File: config.mk
export PLATFORM = sky130hd
export DESIGN_NAME = gpio_in_filter_flat
export DESIGN_NICKNAME = d
export VERILOG_FILES = /design/src/rtl/gpio_pkg.sv /design/src/rtl/gpio_in_filter_if.sv /design/src/rtl/gpio_pin_filter.sv /design/src/rtl/gpio_in_filter.sv /design/src/flat_wrapper.sv
export SDC_FILE = /design/constraint.sdc
export NUM_CORES = 2
export LEC_CHECK = 0
export ABC_AREA = 1
export ABC_CLOCK_PERIOD_IN_PS = 59300
export CORE_ASPECT_RATIO = 0.5
export CORE_MARGIN = 2
export CORE_UTILIZATION = 40
export CTS_CLUSTER_SIZE = 24
export DETAILED_ROUTE_END_ITERATION = 10
export GPL_ROUTABILITY_DRIVEN = 0
export PLACE_DENSITY = 0.64
export SLEW_MARGIN = 20
export SYNTH_ARGS = -nofsm -noshare
export SYNTH_HDL_FRONTEND = slang
export SYNTH_SLANG_ARGS = --single-unit
File: constraint.sdc
create_clock -name clk -period 59.3 [get_ports clk]
set_input_delay 17.79 -clock clk [delete_from_list [all_inputs] [get_ports clk]]
set_output_delay 17.79 -clock clk [all_outputs]
set_load 0.05 [all_outputs]
File: src/rtl/gpio_pkg.sv
// gpio_pkg: shared types and constants for the GPIO input conditioning stage
//   gpio_flt_state_t : shared controller state (INIT while the sync pipe fills, then RUN)
//   INIT_CYCLES      : cycles spent in INIT after reset release
//   CNT_WIDTH        : default debounce counter / filter_len width
//   IO_WIDTH         : default pin count, matching the pad stage
package gpio_pkg;
    typedef enum logic {ST_INIT, ST_RUN} gpio_flt_state_t;
    localparam int INIT_CYCLES = 3;
    localparam int CNT_WIDTH   = 16;
    localparam int IO_WIDTH    = 36;
endpackage

File: src/rtl/gpio_in_filter_if.sv
// gpio_in_filter_if: bus between the register/IRQ logic (master) and the input filter (slave)
//   pin_in      : raw pad readback, asynchronous to clk
//   filter_len  : debounce length in clk cycles, 0 bypasses the filter
//   filter_en   : per-pin filter enable
//   clr_rise    : per-pin single-cycle clear of rise_sticky
//   clr_fall    : per-pin single-cycle clear of fall_sticky
//   irq_mask    : per-pin interrupt enable
//   synced      : pin value after the two-flop synchroniser
//   filtered    : debounced pin value
//   rise_sticky : latched 0->1 transitions of filtered
//   fall_sticky : latched 1->0 transitions of filtered
//   irq         : registered masked OR of the sticky flags
interface gpio_in_filter_if
    import gpio_pkg::*;
#(
    parameter int IOWidth  = IO_WIDTH,
    parameter int CntWidth = CNT_WIDTH
);
    logic [IOWidth-1:0]  pin_in;
    logic [CntWidth-1:0] filter_len;
    logic [IOWidth-1:0]  filter_en;
    logic [IOWidth-1:0]  clr_rise;
    logic [IOWidth-1:0]  clr_fall;
    logic [IOWidth-1:0]  irq_mask;
    logic [IOWidth-1:0]  synced;
    logic [IOWidth-1:0]  filtered;
    logic [IOWidth-1:0]  rise_sticky;
    logic [IOWidth-1:0]  fall_sticky;
    logic                irq;

    modport master (
        output pin_in, filter_len, filter_en, clr_rise, clr_fall, irq_mask,
        input  synced, filtered, rise_sticky, fall_sticky, irq
    );

    modport slave (
        input  pin_in, filter_len, filter_en, clr_rise, clr_fall, irq_mask,
        output synced, filtered, rise_sticky, fall_sticky, irq
    );
endinterface

File: src/rtl/gpio_pin_filter.sv
// gpio_pin_filter: one pin of the input stage -- synchroniser, debounce counter, edge stickies
//   clk, reset   : system clock, asynchronous active-high reset
//   i_run        : shared controller is in RUN (filter and edge detection active)
//   i_init_load  : one-cycle strobe that copies synced into filtered without flagging edges
//   i_len        : debounce length, 0 bypasses
//   i_en         : filter enable for this pin
//   i_pin        : raw pad value
//   i_clr_rise   : clear rise sticky
//   i_clr_fall   : clear fall sticky
//   o_synced     : synchronised pin value
//   o_filtered   : debounced pin value
//   o_rise       : rise sticky flag
//   o_fall       : fall sticky flag
module gpio_pin_filter
    import gpio_pkg::*;
#(
    parameter int CntWidth = CNT_WIDTH
) (
    input  logic                clk,
    input  logic                reset,
    input  logic                i_run,
    input  logic                i_init_load,
    input  logic [CntWidth-1:0] i_len,
    input  logic                i_en,
    input  logic                i_pin,
    input  logic                i_clr_rise,
    input  logic                i_clr_fall,
    output logic                o_synced,
    output logic                o_filtered,
    output logic                o_rise,
    output logic                o_fall
);
    logic                r_s1;
    logic                r_sync;
    logic                r_filt;
    logic                r_rise;
    logic                r_fall;
    logic [CntWidth-1:0] r_cnt;

    logic                w_bypass;
    logic                w_mismatch;
    logic                w_flip;
    logic                w_filt_next;
    logic [CntWidth:0]   w_cnt_inc;
    logic [CntWidth-1:0] w_cnt_next;

    // The extra top bit of w_cnt_inc lets the >= compare see count+1 without wrapping,
    // so lowering i_len below the running count flips on the next mismatching cycle.
    always_comb begin
        w_bypass    = !i_en || (i_len == '0);
        w_mismatch  = r_sync ^ r_filt;
        w_cnt_inc   = {1'b0, r_cnt} + (CntWidth+1)'(1);
        w_flip      = w_mismatch && (w_bypass || (w_cnt_inc >= {1'b0, i_len}));
        w_filt_next = i_init_load ? r_sync : (i_run ? (r_filt ^ w_flip) : r_filt);
        w_cnt_next  = (!i_run || !w_mismatch || w_flip) ? '0
                    : (w_cnt_inc[CntWidth] ? r_cnt : w_cnt_inc[CntWidth-1:0]);
    end

    // A new edge and a clear in the same cycle leave the flag set.
    always_ff @(posedge clk or posedge reset) begin
        if (reset) begin
            r_s1   <= 1'b0;
            r_sync <= 1'b0;
            r_filt <= 1'b0;
            r_cnt  <= '0;
            r_rise <= 1'b0;
            r_fall <= 1'b0;
        end else begin
            r_s1   <= i_pin;
            r_sync <= r_s1;
            r_filt <= w_filt_next;
            r_cnt  <= w_cnt_next;
            r_rise <= (i_run && w_filt_next && !r_filt) || (r_rise && !i_clr_rise);
            r_fall <= (i_run && !w_filt_next && r_filt) || (r_fall && !i_clr_fall);
        end
    end

    assign o_synced   = r_sync;
    assign o_filtered = r_filt;
    assign o_rise     = r_rise;
    assign o_fall     = r_fall;
endmodule

File: src/rtl/gpio_in_filter.sv
// gpio_in_filter: synchronise, debounce and edge-detect the pad readback bus, raise one masked IRQ
//   clk   : system clock
//   reset : asynchronous active-high reset; returns the stage to INIT
//   bus   : slave side of gpio_in_filter_if (pin/filter/clear/mask inputs, status and irq outputs)
module gpio_in_filter
    import gpio_pkg::*;
#(
    parameter int IOWidth  = IO_WIDTH,
    parameter int CntWidth = CNT_WIDTH
) (
    input  logic             clk,
    input  logic             reset,
    gpio_in_filter_if.slave  bus
);
    gpio_flt_state_t    r_state;
    logic [1:0]         r_init_cnt;
    logic               r_init_load;
    logic               r_run;
    logic               r_irq;

    logic [IOWidth-1:0] w_synced;
    logic [IOWidth-1:0] w_filtered;
    logic [IOWidth-1:0] w_rise;
    logic [IOWidth-1:0] w_fall;

    // INIT waits for the sync pipe to fill; r_init_load is raised one cycle early so the
    // pins load filtered on the last INIT cycle, and RUN begins on the following edge.
    always_ff @(posedge clk or posedge reset) begin
        if (reset) begin
            r_state     <= ST_INIT;
            r_init_cnt  <= '0;
            r_init_load <= 1'b0;
            r_run       <= 1'b0;
            r_irq       <= 1'b0;
        end else begin
            r_irq <= |((w_rise | w_fall) & bus.irq_mask);
            if (r_state == ST_INIT) begin
                r_init_cnt  <= r_init_cnt + 2'd1;
                r_init_load <= (r_init_cnt == 2'(INIT_CYCLES - 2));
                if (r_init_load) begin
                    r_state <= ST_RUN;
                    r_run   <= 1'b1;
                end
            end
        end
    end

    for (genvar g = 0; g < IOWidth; g++) begin : g_pin
        gpio_pin_filter #(.CntWidth(CntWidth)) u_pin (
            .clk         (clk),
            .reset       (reset),
            .i_run       (r_run),
            .i_init_load (r_init_load),
            .i_len       (bus.filter_len),
            .i_en        (bus.filter_en[g]),
            .i_pin       (bus.pin_in[g]),
            .i_clr_rise  (bus.clr_rise[g]),
            .i_clr_fall  (bus.clr_fall[g]),
            .o_synced    (w_synced[g]),
            .o_filtered  (w_filtered[g]),
            .o_rise      (w_rise[g]),
            .o_fall      (w_fall[g])
        );
    end

    assign bus.synced      = w_synced;
    assign bus.filtered    = w_filtered;
    assign bus.rise_sticky = w_rise;
    assign bus.fall_sticky = w_fall;
    assign bus.irq         = r_irq;
endmodule

File: src/flat_wrapper.sv
// flat-port wrapper written by rule: the top's interface ports become plain ports
module gpio_in_filter_flat import gpio_pkg::*;
#(
    parameter int IOWidth  = IO_WIDTH,
    parameter int CntWidth = CNT_WIDTH
)
  (clk, reset, bus_pin_in, bus_filter_len, bus_filter_en, bus_clr_rise, bus_clr_fall, bus_irq_mask, bus_synced, bus_filtered, bus_rise_sticky, bus_fall_sticky, bus_irq);
  gpio_in_filter_if #(.IOWidth(IOWidth), .CntWidth(CntWidth)) bus_i ();
  input  logic clk;
  input  logic reset;
  input wire logic [$bits(bus_i.pin_in)-1:0] bus_pin_in;
  input wire logic [$bits(bus_i.filter_len)-1:0] bus_filter_len;
  input wire logic [$bits(bus_i.filter_en)-1:0] bus_filter_en;
  input wire logic [$bits(bus_i.clr_rise)-1:0] bus_clr_rise;
  input wire logic [$bits(bus_i.clr_fall)-1:0] bus_clr_fall;
  input wire logic [$bits(bus_i.irq_mask)-1:0] bus_irq_mask;
  output wire logic [$bits(bus_i.synced)-1:0] bus_synced;
  output wire logic [$bits(bus_i.filtered)-1:0] bus_filtered;
  output wire logic [$bits(bus_i.rise_sticky)-1:0] bus_rise_sticky;
  output wire logic [$bits(bus_i.fall_sticky)-1:0] bus_fall_sticky;
  output wire logic [$bits(bus_i.irq)-1:0] bus_irq;
  assign bus_i.pin_in = bus_pin_in;
  assign bus_i.filter_len = bus_filter_len;
  assign bus_i.filter_en = bus_filter_en;
  assign bus_i.clr_rise = bus_clr_rise;
  assign bus_i.clr_fall = bus_clr_fall;
  assign bus_i.irq_mask = bus_irq_mask;
  assign bus_synced = bus_i.synced;
  assign bus_filtered = bus_i.filtered;
  assign bus_rise_sticky = bus_i.rise_sticky;
  assign bus_fall_sticky = bus_i.fall_sticky;
  assign bus_irq = bus_i.irq;
  gpio_in_filter #(.IOWidth(IOWidth), .CntWidth(CntWidth)) u_core (.clk(clk), .reset(reset), .bus(bus_i));
endmodule
==> flow_metrics.env <==
export IMPL_outcome="finished, final reports clean"
export IMPL_final_antenna_net_count=0
export IMPL_core_area_um2=131400
export IMPL_number_of_drc_violations_after_detailed_routing_iteration_0=2705
export IMPL_drt_total_wl_um=142500
export IMPL_dp_hpwl_um=102000
export IMPL_port_buffers=342
export IMPL_via_count=43230
export IMPL_clkSlewWorstSetupHoldPaths_ns=0.06
export IMPL_worst_setup_path_end_kind="register"
export IMPL_final_max_slew_viol_count=0
export IMPL_first_global_vias=41590
export IMPL_fmaxAchievable_mhz=46.89
export IMPL_critical_path_startpoint_type="primary input"
export IMPL_netlist_instances=6949
export IMPL_hold_violations=0
export IMPL_synth_enable_flop_cells=0
export IMPL_report_final_setup_viol=0
export IMPL_cp_arrival_ns=21.90
export IMPL_global_route_overflow_total=0
export IMPL_synth_seq_cells=762
export IMPL_hp_class="reg -> reg"
export IMPL_syn_area_um2=52940
export IMPL_grt_start_max_net_pins=148
export IMPL_final_setup_skew_ns=0.02400
export IMPL_criticalPathCategory="in -> reg"
export IMPL_initial_utilization=0.4030
export IMPL_p_leak_nw=32.74
export IMPL_critPathMaxFanout=21
export IMPL_dpl_cell_area_um2=57380
export IMPL_number_of_antenna_violations_at_the_first_check_in_global_routing=0
export IMPL_cap_violations=0
export IMPL_layout_drive_gt1_share=0.05281
export IMPL_cts_buffers_inserted=82
export IMPL_synthToLayoutAreaGrowth_pct=13.75
export IMPL_wire_length_of_the_first_global_routing_pass_um=225400
export IMPL_vias_per_cell=4.777
export IMPL_synth_yosys_warnings=0
export IMPL_p_per_area_nw_per_um2=20.95
export IMPL_first_pass_detailed_route_iteration_total=5
export IMPL_design_area_um2=60230
export IMPL_drc=0
export IMPL_clock_insertion_delay_worst_skew_ns=0.68
export IMPL_sequential_share_of_the_synthesized_area=0.3602
export IMPL_clock_sinks=762
export IMPL_holdBufCountCts=0
export IMPL_slew_headroom=0.2812
export IMPL_use_met1=0.2824
export IMPL_postCtsSetupRepairBufs=0
export IMPL_top_level_ports=343
export IMPL_post_route_min_period_ns=21.33
export IMPL_peakVddDrop_mv=0.02037
export IMPL_clockRootBuffer="sky130_fd_sc_hd__clkbuf_16"
export IMPL_tritoncts="done"
export IMPL_fin_ws_ns=37.97
export IMPL_postSynthAreaPerCell_um2=7.619
export IMPL_all_layer_global_routing_usage=0.2099
export IMPL_synth_cell_types=56
export IMPL_post_cts_resized_instances=0
export IMPL_fin_crit_sh=0.3596
export IMPL_gr_max_usage_layer="met2"
export IMPL_preCtsSetupSlack_ns=37.30
export IMPL_clk_path_buf_depth=3
export IMPL_met2_usage=0.3533
export IMPL_die_x_um=518.5
export IMPL_async_reset_ff_frac=1.000
export IMPL_grt_met3_usage=0.02326
export IMPL_placementRows=94
export IMPL_floorplan_die_area_um2=135500
export IMPL_ctsHtreeMaxLevel=3
export IMPL_worst_ep_required_time_ns=59.87
export IMPL_finalSetupTns_ns=0
export IMPL_fp_dieH_um=261.3
export IMPL_synthesis_nets=7760
export IMPL_drt_wirelength_per_cell_um=15.75
export IMPL_unrepaired_setup_endpoints_after_global_routing="false"
export IMPL_yosys_most_used_dff="sky130_fd_sc_hd__dfrtp_1"
export IMPL_max_slew_worst_pin_slew_ns=1.078
export IMPL_finalNetCount=8016
## Yosys cell counts (25+ instances only)
library cell / count / area share
sky130_fd_sc_hd__a21oi_1: 241 / 0.023
sky130_fd_sc_hd__buf_4: 155 / 0.022
sky130_fd_sc_hd__dfrtp_1: 762 / 0.36
sky130_fd_sc_hd__ha_1: 613 / 0.14
sky130_fd_sc_hd__inv_1: 1324 / 0.094
sky130_fd_sc_hd__nand2_1: 1369 / 0.097
sky130_fd_sc_hd__nand3_1: 244 / 0.023
sky130_fd_sc_hd__nand3b_1: 61 / 0.0086
sky130_fd_sc_hd__nand4_1: 133 / 0.016
sky130_fd_sc_hd__nor2_1: 1005 / 0.071
sky130_fd_sc_hd__nor2_2: 39 / 0.0046
sky130_fd_sc_hd__nor3_1: 207 / 0.020
sky130_fd_sc_hd__nor3_2: 25 / 0.0047
sky130_fd_sc_hd__o211ai_2: 27 / 0.0064
sky130_fd_sc_hd__o21ai_0: 167 / 0.016
sky130_fd_sc_hd__or2_2: 40 / 0.0047
sky130_fd_sc_hd__xnor2_1: 47 / 0.0078
sky130_fd_sc_hd__xor2_1: 247 / 0.041
## state kept, by name, indices dropped and copies added, names as in the netlist
register                       count
u_core.r_init_cnt                  2
u_core.g_pin.u_pin.o_fall         36
u_core.g_pin.u_pin.o_rise         36
u_core.g_pin.u_pin.o_synced       36
u_core.g_pin.u_pin.r_s1           36
u_core.r_init_load                 1
u_core.g_pin.u_pin.r_cnt         576
u_core.bus.irq                     1
u_core.g_pin.u_pin.o_filtered     36
u_core.r_state                     1
u_core.r_run                       1
## cells in the final DEF, fill, tap and decap left out, types with 14 or more instances in the layout
cell                              instances
sky130_fd_sc_hd__nor4_1                  17
sky130_fd_sc_hd__nor3_1                 207
sky130_fd_sc_hd__clkbuf_16               83
sky130_fd_sc_hd__o211ai_2                27
sky130_fd_sc_hd__clkbuf_8                18
sky130_fd_sc_hd__buf_4                   31
sky130_fd_sc_hd__nor2_2                  39
sky130_fd_sc_hd__nor2_1                1005
sky130_fd_sc_hd__a21oi_1                241
sky130_fd_sc_hd__xor2_1                 247
sky130_fd_sc_hd__nand3b_1                61
sky130_fd_sc_hd__inv_1                 1307
sky130_fd_sc_hd__clkinv_2                35
sky130_fd_sc_hd__nand3_1                244
sky130_fd_sc_hd__o21a_1                  20
sky130_fd_sc_hd__o21ai_0                166
sky130_fd_sc_hd__nor3_2                  25
sky130_fd_sc_hd__and3_1                  17
sky130_fd_sc_hd__a21o_1                  23
sky130_fd_sc_hd__nand4_1                133
sky130_fd_sc_hd__or2_2                   40
sky130_fd_sc_hd__nand3_2                 14
sky130_fd_sc_hd__xnor2_1                 47
sky130_fd_sc_hd__dfrtp_1                761
sky130_fd_sc_hd__clkdlybuf4s50_1        341
sky130_fd_sc_hd__ha_1                   613
sky130_fd_sc_hd__nand2_1               1368
## routing by layer
metal	vias to the layer above	part of all wire
li1	22270	-
met1	20120	0.47
met2	634	0.46
met3	197	0.035
met4	0	0.037
met5	-	0
## report_power, final
part	switching, mW	internal (mW)	leakage, nW	total [mW]
registers	0.0130	0.532	10.3	0.545
logic	0.112	0.0526	21.1	0.165
clock network	0.232	0.320	1.41	0.552
## worst max-delay path, stage by stage
cell	delay [ns]
sky130_fd_sc_hd__clkdlybuf4s50_1	0.47
sky130_fd_sc_hd__clkinv_2	0.60
sky130_fd_sc_hd__buf_4	0.55
sky130_fd_sc_hd__nand4_1	0.15
sky130_fd_sc_hd__nor2_1	0.07
sky130_fd_sc_hd__nand2_2	0.60
sky130_fd_sc_hd__inv_1	0.54
sky130_fd_sc_hd__nor3_1	0.28
sky130_fd_sc_hd__nand3_1	0.14
sky130_fd_sc_hd__or2_1	0.44
sky130_fd_sc_hd__nor3_1	0.24
## kinds of logic after synthesis
group / after synthesis / synth area share
buffers and inverters: 1533 / 0.1231
AND/OR/NAND/NOR: 3213 / 0.2625
AO/OA/AOI/OAI: 534 / 0.06073
XOR/XNOR: 294 / 0.04864
flip-flops: 762 / 0.3602
adder cells (fa/ha/maj): 613 / 0.1449
## metrics by stage
step / hold WS (ns) / utilization / power (mW) / instances
floorplan: 0.3312 / - / 0.6625 / 6949
global placement: 0.3314 / 0.4368 / 0.7193 / 8897
detailed placement: 0.3347 / 0.4368 / 0.7210 / 8897
CTS: 0.3379 / 0.4584 / 1.275 / 9048
global route: 0.3505 / 0.4584 / 1.311 / 9048
finish: 0.3398 / 0.4584 / 1.262 / 9049
## path summary, 6_finish.rpt
path	slack (ns)	end	cells past startpoint	from
hold / removal	0.34	u_core.g_pin[26].u_pin.o_synced$_DFF_PP0_	0	u_core.g_pin[26].u_pin.r_s1$_DFF_PP0_
hold reg to reg	0.34	u_core.g_pin[26].u_pin.o_synced$_DFF_PP0_	0	u_core.g_pin[26].u_pin.r_s1$_DFF_PP0_
setup / recovery	37.97	u_core.g_pin[19].u_pin.r_cnt[13]$_DFFE_PP0P_	11	bus_filter_len[9]
min in group asynchronous	17.61	u_core.g_pin[23].u_pin.r_cnt[7]$_DFFE_PP0P_	2	reset
max in group asynchronous	38.81	u_core.g_pin[9].u_pin.r_s1$_DFF_PP0_	5	reset
setup reg to reg	55.70	u_core.g_pin[26].u_pin.r_cnt[4]$_DFFE_PP0P_	18	u_core.g_pin[26].u_pin.r_cnt[0]$_DFFE_PP0P_
## layout make-up
class / count / area, um2
clock buffers: 111 / 2362
multi-input cells: 4654 / 27370
well taps: 1776 / 2222
repair buffers: 375 / 3706
inverters: 1330 / 5021
flip-flops and latches: 762 / 19070
diodes: 1 / 2.502
fillers: 12930 / 71150
clock inverters: 40 / 473.0
Power figures use the tool's default switching activity.
